==> src/rtl/gba_irq_controller.sv <==
// gba_irq_controller: edge-latched IF flags gated by IE/IME into a registered IRQ, source id and wake line.
module gba_irq_controller #(
    parameter int NUM_SRC = 14,
    parameter int ID_W = 4
) (
    input  logic               clock_16,
    input  logic               reset,
    input  logic [NUM_SRC-1:0] irq_src,
    input  logic [1:0]         reg_sel,
    input  logic               wr_en,
    input  logic [15:0]        wr_data,
    output logic [15:0]        rd_data,
    output logic               irq,
    output logic [ID_W-1:0]    irq_id,
    output logic               wake
);
    logic [NUM_SRC-1:0] src_q, ie, if_r, rise, clr, pend;
    logic               ime;
    logic [ID_W-1:0]    low_id;

    assign rise = irq_src & ~src_q;
    assign clr  = (wr_en && reg_sel == 2'd1) ? wr_data[NUM_SRC-1:0] : '0;
    assign pend = ie & if_r;

    always_comb begin
        low_id = '1;
        for (int i = NUM_SRC - 1; i >= 0; i--)
            if (pend[i]) low_id = ID_W'(i);
    end

    always_comb
        rd_data = reg_sel == 2'd0 ? 16'(ie) :
                  reg_sel == 2'd1 ? 16'(if_r) :
                  reg_sel == 2'd2 ? 16'(ime) : 16'h0000;

    always_ff @(posedge clock_16 or posedge reset) begin
        if (reset) begin
            src_q  <= '0;
            ie     <= '0;
            if_r   <= '0;
            ime    <= 1'b0;
            irq    <= 1'b0;
            wake   <= 1'b0;
            irq_id <= '1;
        end else begin
            src_q  <= irq_src;
            if_r   <= (if_r & ~clr) | rise;
            if (wr_en && reg_sel == 2'd0) ie <= wr_data[NUM_SRC-1:0];
            if (wr_en && reg_sel == 2'd2) ime <= wr_data[0];
            wake   <= |pend;
            irq    <= ime & (|pend);
            irq_id <= low_id;
        end
    end
endmodule

==> config.mk <==
export PLATFORM = sky130hd
export DESIGN_NAME = gba_irq_controller
export DESIGN_NICKNAME = d
export VERILOG_FILES = /design/src/rtl/gba_irq_controller.sv
export SDC_FILE = /design/constraint.sdc
export NUM_CORES = 1
export LEC_CHECK = 0
export ABC_CLOCK_PERIOD_IN_PS = 1850
export BUFFER_PORTS_ARGS = -buffer_cell sky130_fd_sc_hd__buf_2
export CORE_ASPECT_RATIO = 0.75
export CORE_MARGIN = 1.5
export CORE_UTILIZATION = 45
export CTS_BUF_LIST = sky130_fd_sc_hd__clkbuf_8
export DETAILED_ROUTE_END_ITERATION = 7
export GPL_ROUTABILITY_DRIVEN = 0
export PLACE_DENSITY = 0.7
export SYNTH_ARGS = -nofsm -noshare
export SYNTH_HDL_FRONTEND = slang
export SYNTH_SLANG_ARGS = --single-unit
==> constraint.sdc <==
create_clock -name clock_16 -period 1.85 [get_ports clock_16]
set_clock_uncertainty 0.15 [all_clocks]
set_input_delay 0.2775 -clock clock_16 [delete_from_list [all_inputs] [get_ports clock_16]]
set_output_delay 0.2775 -clock clock_16 [all_outputs]
set_load 0.005 [all_outputs]
==> metrics.md, run 1 <==
| Metric | Value |
|---|---|
| Status | `completed` |
| ANT cells | `0` |
| Share of cells above drive strength 1 | `32.3%` |
| Post-CTS setup buffers | `0` |
| Layout area overhead | `27.8%` |
| Die area | `5170 um2` |
| Final hold vios | `0` |
| Synth Cell Area | `2130 um2` |
| Seq/Total Area, Yosys | `57.7%` |
| DRT antenna net count | `0` |
| Synth area leaders | `dfrtp_1 53%, mux2_2 7.9%, nand2_1 6.7%` |
| Worst R2R Setup Slack | `0.37 ns` |
| Vias per cell | `4.94` |
| Final min period | `1.57 ns` |
| Crit path max fanout | `11` |
| Worst r2r dst | `irq_id[0]` |
| Final cycle utilization of the critical path | `85.1%` |
| Worst Hold Path Cells | `2` |
| Max clock buf depth | `2` |
| Worst EP arrival | `1.15 ns` |
| FP Rows | `21` |
| Post-Syn Instances | `196` |
| Global route total overflow | `0` |
| F_max | `636 MHz` |
| Routed via count | `1609` |
| P_leak | `0.00137 uW` |
| GRT Total Usage | `19.6%` |
| Final nets | `303` |
| Clock sinks | `49` |
| Vias in the first global route | `1615` |
| Worst-path clk slew | `0.09 ns` |
| RSZ-0062 raised after global routing | `false` |
| Ys async rst share | `100%` |
| WP data required | `1.42 ns` |
| Max_cap viols | `0` |
| Flop pwr share | `54.2%` |
| CTS root buf | `clkbuf_8` |
| Design Power | `2440 uW` |
| Post-DP HPWL | `3.15 mm` |
| Post-synthesis register bit count | `49` |
| Hold path start | `wr_data[10]` |
| Setup WS pre-CTS | `0.252 ns` |
| Hold Path Sink | `ie[10]` |
| Setup TNS | `0 ns` |
| CTS H-tree depth | `2` |
| Port Buffers | `52` |
| Dominant cell by count in the synthesized netlist | `dfrtp_1` |
| Setup ws final | `0.276 ns` |
| Post-synth EDFFs | `0` |
| Yosys top cell area share | `52.8%` |
| P_int | `1740 uW` |
| Worst setup path category | `in2out` |
| Clock share of power | `26.2%` |
| Antenna violations before repair | `0` |
| Crit path capture type | `output port` |
| Sw Pwr | `698 uW` |
| Non-Filler Instances | `326` |
| Core footprint | `4520 um2` |
| PwrDens | `893 nW/um2` |
| Wire length per cell | `13.7 um` |
| Peak VDD IR | `0.448 mV` |
| Placed insts | `303` |
| TritonRoute pass-1 iters | `4` |
| Largest net degree at the start of global routing | `50` |
| Worst-Skew Late Latency | `0.31 ns` |
| Logic pwr share | `19.6%` |
| Worst setup SP type | `primary input` |
| Final setup violation count | `0` |
| Post-synthesis cell type count | `24` |
| CTS tree | `done` |
| Synth Area per Inst | `10.9 um2` |
| Starting DRT DRC Count | `105` |
| WL final | `4.46 mm` |
| Die H | `62.6 um` |
| Die X-Extent | `82.5 um` |
| Top FF cell, synth | `dfrtp_1` |
| FF-to-FF Start | `if_r[10]` |
| Switching Share | `28.6%` |
| Num CTS Buffers | `5` |
| Initial Utilization | `47.2%` |
| Drc violations | `0` |
| Max-slew violations | `0` |
| Leading area contributor after synthesis | `dfrtp_1` |
| HP Class | `in2reg` |
| Register-to-Register Path Depth | `4` |
| I/O Pins | `57` |
| First-pass GRT wire length | `7.46 mm` |
| Synth top cells by count | `45 x dfrtp_1, 38 x nand2_1, 16 x inv_1` |
| YS warnings | `0` |
[how the worst max path moves through the flow]
stage / from / endpoint / slack [ns]
floorplan: reset / ie[0] / 0.26
global route: ie[0] / rd_data[0] / 0.21
CTS: reg_sel[0] / rd_data[6] / 0.28
detailed placement: reg_sel[0] / ie[4] / 0.25
finish: reg_sel[0] / rd_data[6] / 0.28
global placement: reg_sel[0] / ie[13] / 0.26
[power groups by stage]
| stage | Combinational, uW | Clock, uW | Sequential (uW) |
|---|---|---|---|
| 5_1_grt | 540 | 716 | 1340 |
| 3_3_place_gp | 444 | 0 | 1330 |
| 3_5_place_dp | 456 | 0 | 1340 |
| 2_1_floorplan | 291 | 0 | 1310 |
| 4_1_cts | 482 | 663 | 1320 |
| 6_report | 477 | 638 | 1320 |
[state kept, by name, summed over array words and instances, names as in the netlist]
register	count
ie	14
wake	1
if_r	14
ime	1
src_q	14
irq	1
irq_id	4
[what timing repair did]
item / 4_1_cts / 5_1_grt
gates resized for setup: 0 / 0
hold buffers: 15 / 0
hold endpoints to repair: 59 / 0
[worst max-delay path: stages]
cell	delay, ns
buf_2	0.29
buf_12	0.18
mux2i_1	0.20
nor2_1	0.06
buf_2	0.12
[through the flow]
step / cell area [um2] / util (%) / hold slack, ns
6_report: 2730 / 60.3 / 0.0632
5_1_grt: 2730 / 60.3 / 0.0482
4_1_cts: 2730 / 60.3 / 0.0489
3_5_place_dp: 2480 / 55.0 / 0.188
3_3_place_gp: 2480 / 55.0 / 0.187
2_1_floorplan: 2140 / - / 0.159
[logic make-up (layout without fill, tap and decap cells)]
logic type | Yosys count | in the layout | share of synthesized area (%)
mux | 29 | 29 | 14.5
compound gates | 35 | 35 | 10.4
simple gates | 57 | 57 | 11.3
other cells | 1 | 2 | 0.176
buf+inv | 25 | 97 | 5.92
flops | 49 | 49 | 57.7
[per-layer routing]
metal | GRT usage [%] | share of wire [%] | vias to the layer above
met3 | 5.69 | 5.9 | 7
met5 | 0 | 0 | -
met4 | 7.50 | 1.3 | 0
li1 | - | - | 801
met1 | 26.2 | 49 | 758
met2 | 29.8 | 43 | 43
[cell usage in the layout, fill, tap and decap left out, drive strengths merged, types with 7 or more instances in the layout]
cell type / count
nor2: 15
inv: 16
nand2: 38
a22oi: 7
dfrtp: 45
dlygate4sd3: 15
o21ai: 16
buf: 58
mux2i: 14
mux2: 15
[cell type report]
class | instances | area (um2)
clock inverters | 3 | 22.5
multi-input cells | 123 | 779
fillers | 399 | 1790
flip-flops and latches | 49 | 1230
well taps | 57 | 71.3
clock buffers | 5 | 68.8
repair buffers | 73 | 493
inverters | 16 | 60.1
Note: power is estimated with default switching activity, not from simulation.
==> inputs of run 2 (changes only) <==
ABC_CLOCK_PERIOD_IN_PS = 1900   (was 1850)
clock period = 1.9 ns   (was 1.85 ns; I/O delays follow)
==> metrics.md, run 2 (synthesized netlist as in run 1, its figures left out) <==
| Metric | Value |
|---|---|
| WP data required | `1.46 ns` |
| Layout area overhead | `26.8%` |
| Crit path max fanout | `16` |
| DRT antenna net count | `0` |
| Num CTS Buffers | `5` |
| Max-slew violations | `0` |
| Worst-path clk slew | `0.09 ns` |
| First-pass GRT wire length | `7.47 mm` |
| Setup TNS | `0 ns` |
| ANT cells | `0` |
| Post-CTS setup buffers | `0` |
| Setup ws final | `0.309 ns` |
| Status | `completed` |
| Final nets | `303` |
| Die H | `62.6 um` |
| Starting DRT DRC Count | `51` |
| CP most frequent cell | `buf_2` |
| Hold_buf cts | `15` |
| HP Class | `in2reg` |
| Worst EP arrival | `1.16 ns` |
| Wire length per cell | `13.6 um` |
| Post-DP HPWL | `3.11 mm` |
| Final cycle utilization of the critical path | `83.7%` |
| Slowest stage delay, CP | `0.40 ns` |
| P_leak | `0.00136 uW` |
| Global route total overflow | `0` |
| Clock sinks | `49` |
| Final min period | `1.59 ns` |
| Max clock buf depth | `2` |
| Vias in the first global route | `1592` |
| I/O Pins | `57` |
| Fillers | `421` |
| Final setup violation count | `0` |
| WP buf/inv | `3` |
| Largest net degree at the start of global routing | `50` |
| Worst setup path category | `in2out` |
| CTS tree | `done` |
| Critical-path top delay cell | `buf_2` |
| Share of cells above drive strength 1 | `32.0%` |
| TritonRoute pass-1 iters | `4` |
| Initial Utilization | `47.2%` |
| CTS H-tree depth | `2` |
| Drc violations | `0` |
| Setup WS pre-CTS | `0.202 ns` |
| PwrDens | `863 nW/um2` |
| Non-Filler Instances | `326` |
| Routed via count | `1601` |
| Die area | `5170 um2` |
| F_max | `629 MHz` |
| Post-CTS sizing | `0` |
| Port Buffers | `52` |
| Biggest regs | `ie: 14 flops, if_r: 14 flops, src_q: 14 flops` |
| Max_cap viols | `0` |
| GRT Total Usage | `19.6%` |
| WL final | `4.43 mm` |
| Antenna violations before repair | `0` |
| Commonest cells after routing, fill and taps aside | `52 x buf_2, 45 x dfrtp_1, 38 x nand2_1, 16 x inv_1` |
| Vias per cell | `4.91` |
| Core footprint | `4520 um2` |
| Die X-Extent | `82.5 um` |
| Placed insts | `303` |
| Crit path capture type | `output port` |
| Crit-path cells | `buf_2 > buf_4 > nand3b_1 > o21ai_0 > buf_2` |
| Final core utilization | `59.9%` |
| FP Rows | `21` |
| Most common cell after layout, fill and taps aside | `buf_2` |
| Peak VDD IR | `0.471 mV` |
| CTS root buf | `clkbuf_8` |
| RSZ-0062 raised after global routing | `false` |
| Worst-Skew Late Latency | `0.30 ns` |
| CP delay by family, top | `buffers and inverters` |
| Final hold vios | `0` |
| Worst setup SP type | `primary input` |
## run 2: cell count changes in the layout (fill, tap and decap cells not counted)
| cell | before | now |
|---|---|---|
| clkinv_4 | 2 | 0 |
| inv_1 | 15 | 16 |
| clkinv_2 | 1 | 2 |
| buf_12 | 3 | 2 |
| buf_4 | 3 | 4 |
## run 2: final timing paths
path	slack (ns)	startpoint	cells after the start	end
worst min-delay path	0.08	wr_data[13]	2	ie[13]
max in group asynchronous	0.91	reset	4	irq_id[2]
worst max register to register	0.49	if_r[8]	4	irq_id[1]
worst min register to register	0.26	src_q[7]	1	if_r[7]
min in group asynchronous	0.40	reset	4	src_q[3]
worst max-delay path	0.31	reg_sel[0]	5	rd_data[0]
## run 2: metrics by stage
| stage | total power, uW | cell area [um2] | hold WS (ns) |
|---|---|---|---|
| after global placement | 1730 | 2470 | 0.192 |
| after CTS | 2350 | 2710 | 0.0701 |
| after floorplan | 1560 | 2140 | 0.166 |
| final | 2330 | 2710 | 0.0794 |
| after global routing | 2480 | 2710 | 0.0763 |
| after detailed placement | 1740 | 2470 | 0.199 |
## run 2: worst reg2reg max path, cell delays in order (launching register included)
cell and delay [ns]:
dfrtp_1 0.44, a22oi_1 0.22, a21boi_0 0.24, o21ai_0 0.09
a21boi_0 0.20
## run 2: metal layers
layer  vias up  part of all wire [%]  global-route usage, %
li1        794                     -                      -
met1       751                    48                   26.6
met2        49                    44                   30.0
met3         7                   6.2                   5.11
met4         0                   1.7                   7.29
met5         -                     0                      0
## run 2: cell type report
class | instances | area (um2) | share of cell area, %
sequential | 49 | 1230 | 45.5
multi-input combinational | 123 | 779 | 28.8
timing repair buffer | 73 | 480 | 17.8
tap | 57 | 71.3 | 2.64
clock buffer | 5 | 68.8 | 2.54
inverter | 16 | 60.1 | 2.22
clock inverter | 3 | 13.8 | 0.509
## run 2: power breakdown
group | total [uW] | switching, uW | leakage, uW | internal [uW]
logic | 455 | 209 | 0.000772 | 246
clock network | 593 | 342 | 0.0000491 | 251
registers | 1290 | 104 | 0.000541 | 1180
==> inputs of run 3 (changes only) <==
ABC_AREA = 1   (was not set)
ABC_CLOCK_PERIOD_IN_PS = 1500   (was 1900)
clock period = 1.5 ns   (was 1.9 ns; I/O delays follow)
==> metrics.md, run 3 <==
| Metric | Value |
|---|---|
| Die X-Extent | `81.5 um` |
| Non-Filler Instances | `349` |
| Clock share of power | `25.4%` |
| CTS tree | `done` |
| Share of cells above drive strength 1 | `30.5%` |
| Switching Share | `28.3%` |
| Sw Pwr | `823 uW` |
| GR Util met2 | `27.9%` |
| ANT cells | `0` |
| RSZ-0062 raised after global routing | `false` |
| I/O Pins | `57` |
| Worst Hold Path Cells | `3` |
| Max_cap viols | `0` |
| Global route total overflow | `0` |
| Post-synthesis cell type count | `23` |
| Synth Area per Inst | `9.67 um2` |
| Core footprint | `4440 um2` |
| Hold path start | `wr_data[2]` |
| Antenna violations before repair | `0` |
| First-pass GRT wire length | `6.60 mm` |
| Port Buffers | `52` |
| Final min period | `1.46 ns` |
| Hold Path Sink | `ie[2]` |
| CP delay by family, top | `flip-flops` |
| PwrDens | `1090 nW/um2` |
| Post-synth EDFFs | `0` |
| Wire length per cell | `11.6 um` |
| Synth area leaders | `dfrtp_1 54%, nand2_1 8.1%, inv_1 6.5%` |
| Flop pwr share | `54.7%` |
| YS warnings | `0` |
| Placed insts | `324` |
| P_leak | `0.00142 uW` |
| Largest net degree at the start of global routing | `29` |
| Clock sinks | `49` |
| F_max | `685 MHz` |
| Worst-Skew Late Latency | `0.30 ns` |
| Met3 usage | `4.09%` |
| Worst EP arrival | `1.09 ns` |
| Final setup violation count | `0` |
| GRT Total Usage | `17.9%` |
| Worst r2r dst | `irq` |
| WP buf/inv | `1` |
| Critical-path top delay cell | `dfrtp_1` |
| Routed via count | `1642` |
| Fillers | `377` |
| Post-synthesis register bit count | `49` |
| DRT antenna net count | `0` |
| Vias in the first global route | `1504` |
| Setup TNS | `0 ns` |
| P_int | `2080 uW` |
| Max-slew violations | `0` |
| Layout area overhead | `28.8%` |
| Met1 GRT Util | `24.5%` |
| Crit path capture type | `output port` |
| Final cycle utilization of the critical path | `97.4%` |
| Yosys top cell area share | `54.2%` |
| Gr busiest metal | `met2` |
| Leading area contributor after synthesis | `dfrtp_1` |
| WL final | `4.05 mm` |
| Final nets | `326` |
| WP data required | `1.12 ns` |
| WP depth | `2` |
| Seq/Total Area, Yosys | `59.2%` |
| CTS root buf | `clkbuf_8` |
| Max clock buf depth | `2` |
| Num CTS Buffers | `5` |
| CTS H-tree depth | `2` |
| Peak VDD IR | `0.674 mV` |
| Post-DP HPWL | `2.98 mm` |
| Worst-path clk slew | `0.08 ns` |
| Crit path max fanout | `3` |
| Most common cell after layout, fill and taps aside | `buf_2` |
| Worst setup SP type | `flop` |
| FF-to-FF Start | `if_r[3]` |
| HP Class | `in2reg` |
| Final hold vios | `0` |
| Top FF cell, synth | `dfrtp_1` |
| Logic pwr share | `19.9%` |
| Drc violations | `0` |
| Starting DRT DRC Count | `59` |
| Crit-path cells | `a22o_1 > buf_2` |
| Slowest stage delay, CP | `0.41 ns` |
| Synth top cells by count | `45 x dfrtp_1, 45 x nand2_1, 36 x inv_1, 25 x o21ai_0, 13 x a22o_1` |
| Synth Cell Area | `2080 um2` |
| Die area | `5040 um2` |
| Post-Syn Instances | `215` |
| Commonest cells after routing, fill and taps aside | `52 x buf_2, 45 x nand2_1, 45 x dfrtp_1, 36 x inv_1, 25 x o21ai_0` |
| Worst setup path category | `reg2out` |
| Register-to-Register Path Depth | `7` |
| Worst R2R Setup Slack | `0.09 ns` |
| Vias per cell | `4.70` |
| Status | `completed` |
| FP Rows | `21` |
| Initial Utilization | `46.8%` |
| Die H | `61.9 um` |
| TritonRoute pass-1 iters | `4` |
| Ys async rst share | `100%` |
| Biggest regs | `ie: 14 flops, if_r: 14 flops, src_q: 14 flops` |
-- run 3: cell count changes after synthesis, sizes merged, moves of 3 or more --
cell    change
o21ai      +29
inv        +20
mux2       -15
mux2i      -14
a22o       +10
nand2      +10
nor2        -9
a22oi       -7
nand3       +5
a21boi      -3
-- run 3: routing by layer --
| layer | vias up | wire, um |
|---|---|---|
| li1 | 840 | - |
| met3 | 7 | 239 |
| met4 | 0 | 65 |
| met2 | 42 | 1700 |
| met1 | 753 | 2050 |
| met5 | - | 0 |
-- run 3: what timing repair did --
action	4_1_cts	5_1_grt
resized for setup	0	0
endpoints found under the hold margin	30	0
buffers inserted	0	2
hold buffers	15	0
setup endpoints to repair	0	1
-- run 3: tightest hold or removal path, cell delays in order --
cell and delay (ns):
buf_2 0.09, inv_1 0.05, o21ai_0 0.08
-- run 3: how the worst max path moves through the flow --
stage,startpoint,end,slack [ns]
4_1_cts,ie[11],rd_data[11],0.03
5_1_grt,ie[1],rd_data[1],0.001
6_report,ie[11],rd_data[11],0.04
3_3_place_gp,reg_sel[1],ie[11],0.08
3_5_place_dp,reg_sel[0],if_r[2],0.03
2_1_floorplan,if_r[5],irq,0.25
-- run 3: cell families after synthesis --
kind of cell	count (synthesis)	share of synthesized area, %
buffers and inverters	43	8.72
other	1	0.180
flip-flops	49	59.2
AND/OR/NAND/NOR	61	12.8
AO/OA/AOI/OAI	61	19.1
-- run 3: per-stage QoR --
| stage | setup WS, ns | hold slack (ns) | util, % | instance area (um2) | power, uW |
|---|---|---|---|---|---|
| floorplan | 0.254 | 0.106 | - | 2090 | 1940 |
| global placement | 0.0773 | 0.0823 | 54.7 | 2430 | 2140 |
| detailed placement | 0.0338 | 0.0893 | 54.7 | 2430 | 2160 |
| CTS | 0.0256 | 0.0369 | 60.0 | 2660 | 2930 |
| global route | 0.00138 | 0.0446 | 60.3 | 2680 | 3090 |
| finish | 0.0394 | 0.0437 | 60.3 | 2680 | 2910 |
-- run 3: power groups by stage --
stage                     combinational [uW]  clock, uW  sequential [uW]
after floorplan                          345          0             1600
after global placement                   531          0             1610
after detailed placement                 545          0             1620
after CTS                                577        767             1590
after global routing                     659        818             1610
final                                    578        738             1590
-- run 3: final cells by class --
cell class | count | area (um2) | area share, %
clock inverter | 3 | 13.8 | 0.514
tap | 57 | 71.3 | 2.66
timing repair buffer | 75 | 483 | 18.0
multi-input combinational | 124 | 671 | 25.0
clock buffer | 5 | 68.8 | 2.57
inverter | 36 | 139 | 5.19
sequential | 49 | 1230 | 46.0
